## src/rtl/mem_if_pkg.sv

```systemverilog
// Shared types and width helpers for the data_memory request-side initiator.
package mem_if_pkg;

  localparam int unsigned MEM_RD_LAT = 1;

  typedef enum logic [2:0] {
    IDLE     = 3'd0,
    STORE    = 3'd1,
    LD_ISSUE = 3'd2,
    LD_WAIT  = 3'd3,
    LD_RESP  = 3'd4
  } state_e;

  function automatic int unsigned addr_width(input int unsigned size);
    return (size > 1) ? $clog2(size) : 1;
  endfunction

  function automatic int unsigned len_width(input int unsigned max_burst);
    return $clog2(max_burst + 1);
  endfunction

  // A zero length means one word; anything above the burst limit is cut to the limit.
  function automatic int unsigned clamp_len(input int unsigned len, input int unsigned max_burst);
    if (len == 0) return 1;
    if (len > max_burst) return max_burst;
    return len;
  endfunction

endpackage

```

## src/rtl/burst_addr_counter.sv

```systemverilog
// Tracks the current word address and remaining word count of a load burst.
module burst_addr_counter
  import mem_if_pkg::*;
#(
  parameter int unsigned SIZE      = 32,
  parameter int unsigned MAX_BURST = 4,
  parameter int unsigned ADDR_W    = addr_width(SIZE),
  parameter int unsigned LEN_W     = len_width(MAX_BURST)
) (
  input  logic              clk,
  input  logic              reset,
  input  logic              load,
  input  logic              step,
  input  logic [ADDR_W-1:0] start_addr,
  input  logic [LEN_W-1:0]  start_len,
  output logic [ADDR_W-1:0] next_addr_c,
  output logic              last_c
);

  logic [ADDR_W-1:0] addr_q, addr_d, addr_inc;
  logic [LEN_W-1:0]  remaining_q, remaining_d;

  // Explicit compare so the wrap is correct for non-power-of-2 sizes.
  always_comb begin
    addr_inc    = (addr_q == ADDR_W'(SIZE - 1)) ? '0 : addr_q + ADDR_W'(1);
    addr_d      = addr_q;
    remaining_d = remaining_q;
    if (load) begin
      addr_d      = start_addr;
      remaining_d = LEN_W'(clamp_len(32'(start_len), MAX_BURST));
    end else if (step) begin
      addr_d      = addr_inc;
      remaining_d = remaining_q - LEN_W'(1);
    end
  end

  always_ff @(posedge clk) begin
    if (reset) begin
      addr_q      <= '0;
      remaining_q <= '0;
    end else begin
      addr_q      <= addr_d;
      remaining_q <= remaining_d;
    end
  end

  assign next_addr_c = addr_d;
  assign last_c      = (remaining_q == LEN_W'(1));

endmodule

```

## src/rtl/data_memory_initiator.sv

```systemverilog
// Request-side master for data_memory: single-word stores and 1..MAX_BURST word load bursts
// returned on a valid/ready response stream.
module data_memory_initiator
  import mem_if_pkg::*;
#(
  parameter  int unsigned WORDSIZE  = 64,
  parameter  int unsigned SIZE      = 32,
  parameter  int unsigned MAX_BURST = 4,
  localparam int unsigned ADDR_W    = addr_width(SIZE),
  localparam int unsigned LEN_W     = len_width(MAX_BURST)
) (
  input  logic                clk,
  input  logic                reset,
  input  logic                req_valid,
  output logic                req_ready,
  input  logic                req_write,
  input  logic [ADDR_W-1:0]   req_addr,
  input  logic [LEN_W-1:0]    req_len,
  input  logic [WORDSIZE-1:0] req_wdata,
  output logic                resp_valid,
  input  logic                resp_ready,
  output logic [WORDSIZE-1:0] resp_data,
  output logic                resp_last,
  output logic                busy,
  output logic [ADDR_W-1:0]   mem_addr,
  output logic                mem_write_enable,
  output logic                mem_read,
  output logic [WORDSIZE-1:0] mem_data_input,
  input  logic [WORDSIZE-1:0] mem_data_output
);

  state_e              state_q, state_d;
  logic                req_ready_q, req_ready_d;
  logic                busy_q, busy_d;
  logic                resp_valid_q, resp_valid_d;
  logic                resp_last_q, resp_last_d;
  logic [WORDSIZE-1:0] resp_data_q, resp_data_d;
  logic [ADDR_W-1:0]   mem_addr_q, mem_addr_d;
  logic                mem_we_q, mem_we_d;
  logic                mem_rd_q, mem_rd_d;
  logic [WORDSIZE-1:0] mem_din_q, mem_din_d;
  logic                cnt_load, cnt_step, cnt_last;
  logic [ADDR_W-1:0]   cnt_next_addr;

  burst_addr_counter #(
    .SIZE      (SIZE),
    .MAX_BURST (MAX_BURST),
    .ADDR_W    (ADDR_W),
    .LEN_W     (LEN_W)
  ) u_cnt (
    .clk         (clk),
    .reset       (reset),
    .load        (cnt_load),
    .step        (cnt_step),
    .start_addr  (req_addr),
    .start_len   (req_len),
    .next_addr_c (cnt_next_addr),
    .last_c      (cnt_last)
  );

  // Next state and next values of every registered output.
  always_comb begin
    state_d      = state_q;
    mem_we_d     = 1'b0;
    mem_rd_d     = 1'b0;
    mem_addr_d   = mem_addr_q;
    mem_din_d    = mem_din_q;
    resp_valid_d = 1'b0;
    resp_last_d  = 1'b0;
    resp_data_d  = resp_data_q;
    cnt_load     = 1'b0;
    cnt_step     = 1'b0;
    unique case (state_q)
      IDLE: begin
        if (req_valid && req_ready_q) begin
          mem_addr_d = req_addr;
          if (req_write) begin
            state_d   = STORE;
            mem_we_d  = 1'b1;
            mem_din_d = req_wdata;
          end else begin
            state_d  = LD_ISSUE;
            mem_rd_d = 1'b1;
            cnt_load = 1'b1;
          end
        end
      end
      STORE:    state_d = IDLE;
      LD_ISSUE: state_d = LD_WAIT;
      LD_WAIT: begin
        state_d      = LD_RESP;
        resp_data_d  = mem_data_output;
        resp_valid_d = 1'b1;
        resp_last_d  = cnt_last;
      end
      LD_RESP: begin
        resp_valid_d = 1'b1;
        resp_last_d  = resp_last_q;
        if (resp_ready) begin
          resp_valid_d = 1'b0;
          resp_last_d  = 1'b0;
          cnt_step     = 1'b1;
          if (cnt_last) begin
            state_d = IDLE;
          end else begin
            state_d    = LD_ISSUE;
            mem_rd_d   = 1'b1;
            mem_addr_d = cnt_next_addr;
          end
        end
      end
      default: state_d = IDLE;
    endcase
    req_ready_d = (state_d == IDLE);
    busy_d      = (state_d != IDLE);
  end

  always_ff @(posedge clk) begin
    if (reset) begin
      state_q      <= IDLE;
      req_ready_q  <= 1'b0;
      busy_q       <= 1'b0;
      resp_valid_q <= 1'b0;
      resp_last_q  <= 1'b0;
      resp_data_q  <= '0;
      mem_addr_q   <= '0;
      mem_we_q     <= 1'b0;
      mem_rd_q     <= 1'b0;
      mem_din_q    <= '0;
    end else begin
      state_q      <= state_d;
      req_ready_q  <= req_ready_d;
      busy_q       <= busy_d;
      resp_valid_q <= resp_valid_d;
      resp_last_q  <= resp_last_d;
      resp_data_q  <= resp_data_d;
      mem_addr_q   <= mem_addr_d;
      mem_we_q     <= mem_we_d;
      mem_rd_q     <= mem_rd_d;
      mem_din_q    <= mem_din_d;
    end
  end

  assign req_ready        = req_ready_q;
  assign busy             = busy_q;
  assign resp_valid       = resp_valid_q;
  assign resp_last        = resp_last_q;
  assign resp_data        = resp_data_q;
  assign mem_addr         = mem_addr_q;
  assign mem_write_enable = mem_we_q;
  assign mem_read         = mem_rd_q;
  assign mem_data_input   = mem_din_q;

endmodule
```

## config.mk

```make
export PLATFORM = sky130hd
export DESIGN_NAME = data_memory_initiator
export DESIGN_NICKNAME = d
export VERILOG_FILES = /design/src/rtl/mem_if_pkg.sv /design/src/rtl/burst_addr_counter.sv /design/src/rtl/data_memory_initiator.sv
export SDC_FILE = /design/constraint.sdc
export NUM_CORES = 1
export LEC_CHECK = 0
export CORE_MARGIN = 1
export CORE_UTILIZATION = 36
export CTS_CLUSTER_DIAMETER = 150
export CTS_CLUSTER_SIZE = 10
export DETAILED_ROUTE_END_ITERATION = 10
export PLACE_DENSITY = 0.86
export SLEW_MARGIN = 20
export SYNTH_ARGS = -nofsm -noshare
export SYNTH_HDL_FRONTEND = slang
export SYNTH_SLANG_ARGS = --single-unit
export TNS_END_PERCENT = 20
```

## constraint.sdc

```tcl
create_clock -name clk -period 1.7 [get_ports clk]
set_input_delay 0.255 -clock clk [delete_from_list [all_inputs] [get_ports clk]]
set_output_delay 0.255 -clock clk [all_outputs]
set_load 0.03 [all_outputs]
```

Word level (Yosys, flattened, before mapping)
Cells that the tools add are included.

Register bits: 150. Output and inout bits: 139. Logic and storage cells: 71.

$add $sub $neg: 2. Magnitude comparators: 1. Equality and inequality tests: 8. Reductions and logical operators: 10. Mux-type cells: 36. Bitwise logic cells: 2.

Operators by type and width (number): $mux W5 (6); $mux W3 (7); $mux W1 (16); $pmux W3 S4 (1); $pmux W5 S2 (1); $logic_not A3 Y1 (3); $eq A3 B2 Y1 const B (2); $ne A2 B2 Y1 const B (3); $pmux W1 S2 (3); $add A5 B1 Y5 const B (1); $eq A5 B5 Y1 const B (1); $mux W2 (2); $reduce_and A4 Y1 (1); $reduce_bool A2 Y1 (2); $eq A3 B1 Y1 const B (1); $eq A3 B3 Y1 const B (1); $gt A3 B3 Y1 const B (1); $reduce_and A3 Y1 (1); $reduce_bool A3 Y1 (1); $reduce_or A3 Y1 (1); $sub A3 B1 Y3 const B (1); $not A1 Y1 (2); $logic_and A1 B1 Y1 (1).

Depth between registers and ports, before layout
Depth after elaboration: 9. Gate-level depth with buffers: 7. Depth with buffers taken out: 7.

Hierarchy
A second synthesis with hierarchy kept.

Cell total of the unflattened synthesis: 708. Area total of the unflattened synthesis: 6075.8 µm².

By module, submodules not included: data_memory_initiator (instances 1, cells each 648, seq. area each 2842.7 µm², area an instance 5541.6 µm²); burst_addr_counter (instances 1, cells each 60, seq. area each 160.2 µm², area an instance 534.3 µm²).

Worst setup path before layout
OpenSTA, ideal clock, no wires.

Path type: reg-to-reg. Start: register u_cnt.addr_q[0]. End: register mem_addr_q[3], in the netlist mem_addr[3]. Required time: 1.561 ns. Setup time: 0.139 ns. Clock period less this slack: 1.640 ns. Stages on the path, launching flop included: 7. Arrival: 1.502 ns. Slack: 0.060 ns. Cells stage by stage: dfxtp_1 > ha_1 > and3_1 > ha_1 > and3b_1 > a211oi_1 > o221ai_1.

Longest elaborated chain between the ends: 7. Elaborated cells on any way between the ends: 8. Those cells by class: add/sub (1); eq/ne (1); mux (6).

RTL lines: start, declared (line burst_addr_counter.sv:20) `logic [ADDR_W-1:0] addr_q, addr_d, addr_inc;`; start signal, assigned (line burst_addr_counter.sv:42) `addr_q <= addr_d;`; $add A5 B1 Y5 or $eq A5 B5 Y1 (tied branches) (line burst_addr_counter.sv:25) `addr_inc = (addr_q == ADDR_W'(SIZE - 1)) ? '0 : addr_q + ADDR_W'(1);`; $mux W5 (*) (line burst_addr_counter.sv:25); $mux W5 (*) (line burst_addr_counter.sv:31) `end else if (step) begin`; $mux W5 (*) (line burst_addr_counter.sv:28) `if (load) begin`; $mux W5 (*) (line data_memory_initiator.sv:103) `if (cnt_last) begin`; $mux W5 (*) (line data_memory_initiator.sv:99) `if (resp_ready) begin`; $pmux W5 S2 (*) (line data_memory_initiator.sv:73) `unique case (state_q)`; end signal, assigned (line data_memory_initiator.sv:137) `mem_addr_q <= mem_addr_d;`; end, declared (line data_memory_initiator.sv:38) `logic [ADDR_W-1:0] mem_addr_q, mem_addr_d;`.

Every way passes the cells marked *; elsewhere a longest branch is shown, timed or not. The select of a mux whose other input is x is not followed. A chain may end at the register's enable or synchronous reset.

Final worst setup path
Start: register mem_din_q[12], in the netlist mem_data_input[12]. End: output mem_data_input[12].

RTL lines: start, declared (line data_memory_initiator.sv:41) `logic [WORDSIZE-1:0] mem_din_q, mem_din_d;`; start signal, assigned (line data_memory_initiator.sv:140) `mem_din_q <= mem_din_d;`; end, declared (line data_memory_initiator.sv:28) `output logic [WORDSIZE-1:0] mem_data_input,`.

No word-level cell between the ends.

==> impl.org <==
** Setup path
- Critical path's top delay family :: buffers and inverters
- Counting cells, the worst reg-to-reg path comes to 7.
- Traced cell by cell, the critical path runs through clkdlybuf4s50_1.
- Biggest cell delay along the critical path :: 0.67 ns
- Critical path startpoint category :: flip-flop
- Worst Path Max Fanout :: 2
- Startpoint-to-endpoint class of the critical path :: flip-flop to output pin
- Buf+Inv Stages, Crit Path :: 1
- Flop2flop setup slack :: 0.05 ns
- The worst register-to-register path ends at mem_addr[1].
- Worst R2R Start :: u_cnt.addr_q[0]
- CP max stage cell :: clkdlybuf4s50_1
- Worst endpoint data arrival time :: 1.41 ns
- Required time at the worst-slack endpoint :: 1.44 ns
- Nature of the critical path endpoint :: output pin

** Clock tree
- At the later pin of the worst-skew pair, clock insertion delay measures 0.41 ns.
- Deepest clock path buffer count :: 2
- TritonCTS built the clock tree.
- CTS buffer count :: 17
- Buffers added to address setup during post-CTS repair amount to 0.
- In this run the number of H-tree levels came out at 4.
- Hold repair after CTS inserted 0 buffers.
- Root buffer selected by CTS :: clkbuf_16
- The tree built by TritonCTS fans out to 150 sinks.
- After clock tree synthesis, the clock-pin slew on the worst setup and hold paths is 0.06 ns.

** STA
- Setup repair after global routing left no endpoint under its margin.
- Final setup viols :: 0
- Worst setup skew after layout :: 0.007318 ns
- After layout, the minimum clock period comes to 1.667 ns.
- Maximum frequency from static timing analysis :: 0.5999 GHz
- The number of hold violations in the final report was 0.
- Rel. slew slack :: 73.85%
- Portion of the clock cycle consumed by the worst path in the final layout :: 98.06%
- For the pin with the worst max-slew slack, the measured transition is 0.3938 ns.
- Max-slew violations :: 0
- Across all hold checks on the routed design, the worst slack comes to 0.2263 ns.

** Placement
- The congestion estimate from routability-driven global placement came to 0.8256.
- The count of buffers added on input and output ports is 279.
- Once detailed placement completed, the half-perimeter wirelength came to 11640 µm.

** Floorplan
- Starting Density :: 37.22%
- In this run the core area contains 44 standard-cell rows.
- The die covers 0.01570 mm².
- Measured along the x axis, the die boundary spans 125.3 µm.
- The core region is 0.01470 mm².
- Pin placement for this block handled 280 I/O pins.
- Die Span Y :: 125.3 µm

** GRT
- Combined global-route utilization of all metal layers :: 20.84%
- The first global-routing pass estimated 26150 µm of wire.
- Global-route congestion overflow total :: 0
- Number of antenna violations at the first check in global routing :: 1
- Largest net degree at the start of global routing :: 79
- The number of global-route vias before repair is 5446.

** Yosys
- Of all cell types, the one taking the most synthesized area is dfxtp_1.
- For this run, the number of Yosys warnings is 0.
- Synthesis inferred 150 register bits.
- Leading register cell type out of synthesis :: dfxtp_1
- For this run, the register share of the synthesized area comes to 54.88%.
- Most used standard cell by instance count after synthesis :: nand2_1
- Of the post-synthesis cell area, the dominant cell type holds 54.88%.
- Post-Syn Area per Cell :: 7.976 µm²
- Synthesis instantiated 40 different standard cells from the library.
- Count of flip-flops with a built-in enable after synthesis :: 0
- Synthesized netlist net count :: 831
- Largest cells by area after synthesis :: dfxtp_1, nand2_1, a21oi_1
- Cell types with the highest counts after synthesis :: nand2_1, dfxtp_1, a21oi_1, clkbuf_1, buf_2
- Fraction of synthesis flops using an asynchronous set or reset pin :: 0%
- Synth Instances :: 686
- Netlist Area Pre-Place :: 0.005471 mm²

** Route
- For this run, design rule violations remaining after detail routing come to 23.
- For this block, the initial DRC count from the detailed router was 325.
- Via-to-Cell Ratio :: 4.840
- Routed wire length :: 16880 µm
- The routed layout has 5624 vias.
- DRT Pass-1 Iters :: 9
- The count of nets left with antenna violations once routing finished came out at 0.
- Average wire length per cell after detail routing :: 14.53 µm

** Job
- Across the run, the number of max-cap violations was 0.

** Pwr
- In this run the static leakage power is 4.950 nW.
- Power density over the cells :: 913.9 mW/mm²
- VDD IR-drop max :: 0.0005585 V

** Cells and area
- The net count of the finished layout is 1111.
- For this run, the share of the core covered by cells in the final layout is 64.31%.
- The number of antenna diodes in the final layout is 0.
- Layout overhead on the synthesized area :: 72.76%
- Of the cells placed in the final design, the portion with a size suffix greater than 1 is 8.384%.

** Status
- Violations in the final reports :: design-rule violations
- The flow ran to the end, but the final reports show violations.

** Worst hold path
- Cell depth of the worst min-delay path :: 2
- The worst hold path terminates at state_q[2].
- The worst hold path belongs to the class input port to flip-flop.
- In this run the most critical hold path is launched from reset.
==> flip-flops by register name, summed over array words and instances (netlist names) <==
signal,count
u_cnt.remaining_q,3
resp_data,64
resp_valid,1
resp_last,1
busy,1
u_cnt.addr_q,5
mem_data_input,64
mem_write_enable,1
mem_addr,5
mem_read,1
state_q,3
req_ready,1
==> power breakdown <==
| group | switching (mW) | leakage (nW) | total (mW) | internal [mW] |
|---|---|---|---|---|
| logic | 0.459 | 3.43 | 0.976 | 0.517 |
| clock network | 1.47 | 0.307 | 4.00 | 2.54 |
| registers | 0.0538 | 1.21 | 3.66 | 3.61 |
==> logic make-up (layout without fill, tap and decap cells) <==
group                      after synthesis  count (layout)  synth area share, %
buffers and inverters                   55             347                4.482
DFF                                    150             150                54.88
adders and majority gates                4               4               0.9147
AOI/OAI and AO/OA                      156             156                15.18
muxes                                    2               2               0.3659
and+or+nand+nor                        318             318                24.01
xor gates and xnor gates                 1               1               0.1601
==> worst max-delay path by stage <==
stage	start	end	slack, ns	depth (start not counted)
5_1_grt	mem_data_input[42]	mem_data_input[42]	0.0007	1
4_1_cts	mem_data_input[7]	mem_data_input[7]	0.0007	1
6_report	mem_data_input[12]	mem_data_input[12]	0.03	1
3_5_place_dp	req_valid	u_cnt.addr_q[1]	-0.15	5
2_1_floorplan	u_cnt.addr_q[0]	mem_addr[3]	0.06	6
3_3_place_gp	req_valid	mem_addr[2]	-0.15	7
==> final cells by class <==
cell class | instances | area, µm²
clock buffer | 20 | 456.7
clock inverter | 11 | 172.7
fill | 1160 | 5246
inverter | 5 | 18.77
multi-input combinational | 481 | 2276
sequential | 150 | 3007
tap | 184 | 230.2
timing repair buffer | 311 | 3292
==> through the flow <==
| stage | std cells | power, mW | setup slack (ns) | setup TNS, ns | area (µm²) |
|---|---|---|---|---|---|
| 5_1_grt | 1162 | 8.948 | 0.0007198 | 0 | 9453 |
| 4_1_cts | 1162 | 8.717 | 0.0006861 | 0 | 9209 |
| 3_3_place_gp | 1131 | 4.708 | -0.1472 | -5.438 | 8603 |
| 6_report | 1162 | 8.639 | 0.03301 | 0 | 9453 |
| 3_5_place_dp | 1131 | 4.722 | -0.1454 | -8.631 | 8603 |
| 2_1_floorplan | 686 | 4.130 | 0.05960 | 0 | 5472 |
==> cells in the final DEF, fill, tap and decap left out, types with 3 or more instances in the layout <==
master           instances
nand2_1                262
clkdlybuf4s50_1        159
dfxtp_1                147
a21oi_1                136
dlymetal6s2s_1          86
dlygate4sd2_1           33
buf_4                   26
clkbuf_16               17
nor2_1                  16
buf_12                   7
inv_1                    5
nor3_1                   5
nand3_1                  4
nand2b_1                 4
bufinv_16                4
nor2b_1                  3
or3_1                    3
nor4_1                   3
o21ai_0                  3
a211oi_1                 3
dfxtp_2                  3
==> layer usage <==
metal	part of all wire, %	wire length [µm]	vias to the layer above	track usage, %
li1	-	-	2811	-
met1	40	6726	2550	23.16
met2	49	8232	227	36.08
met3	9.1	1531	34	7.788
met4	2.2	375	2	8.034
met5	0.077	13	-	0
==> what timing repair did <==
action	in CTS	in global routing
pin swaps	0	2
endpoints found under the setup margin	38	97
gates resized for setup	36	95
Note: power is estimated with default switching activity, not from simulation.
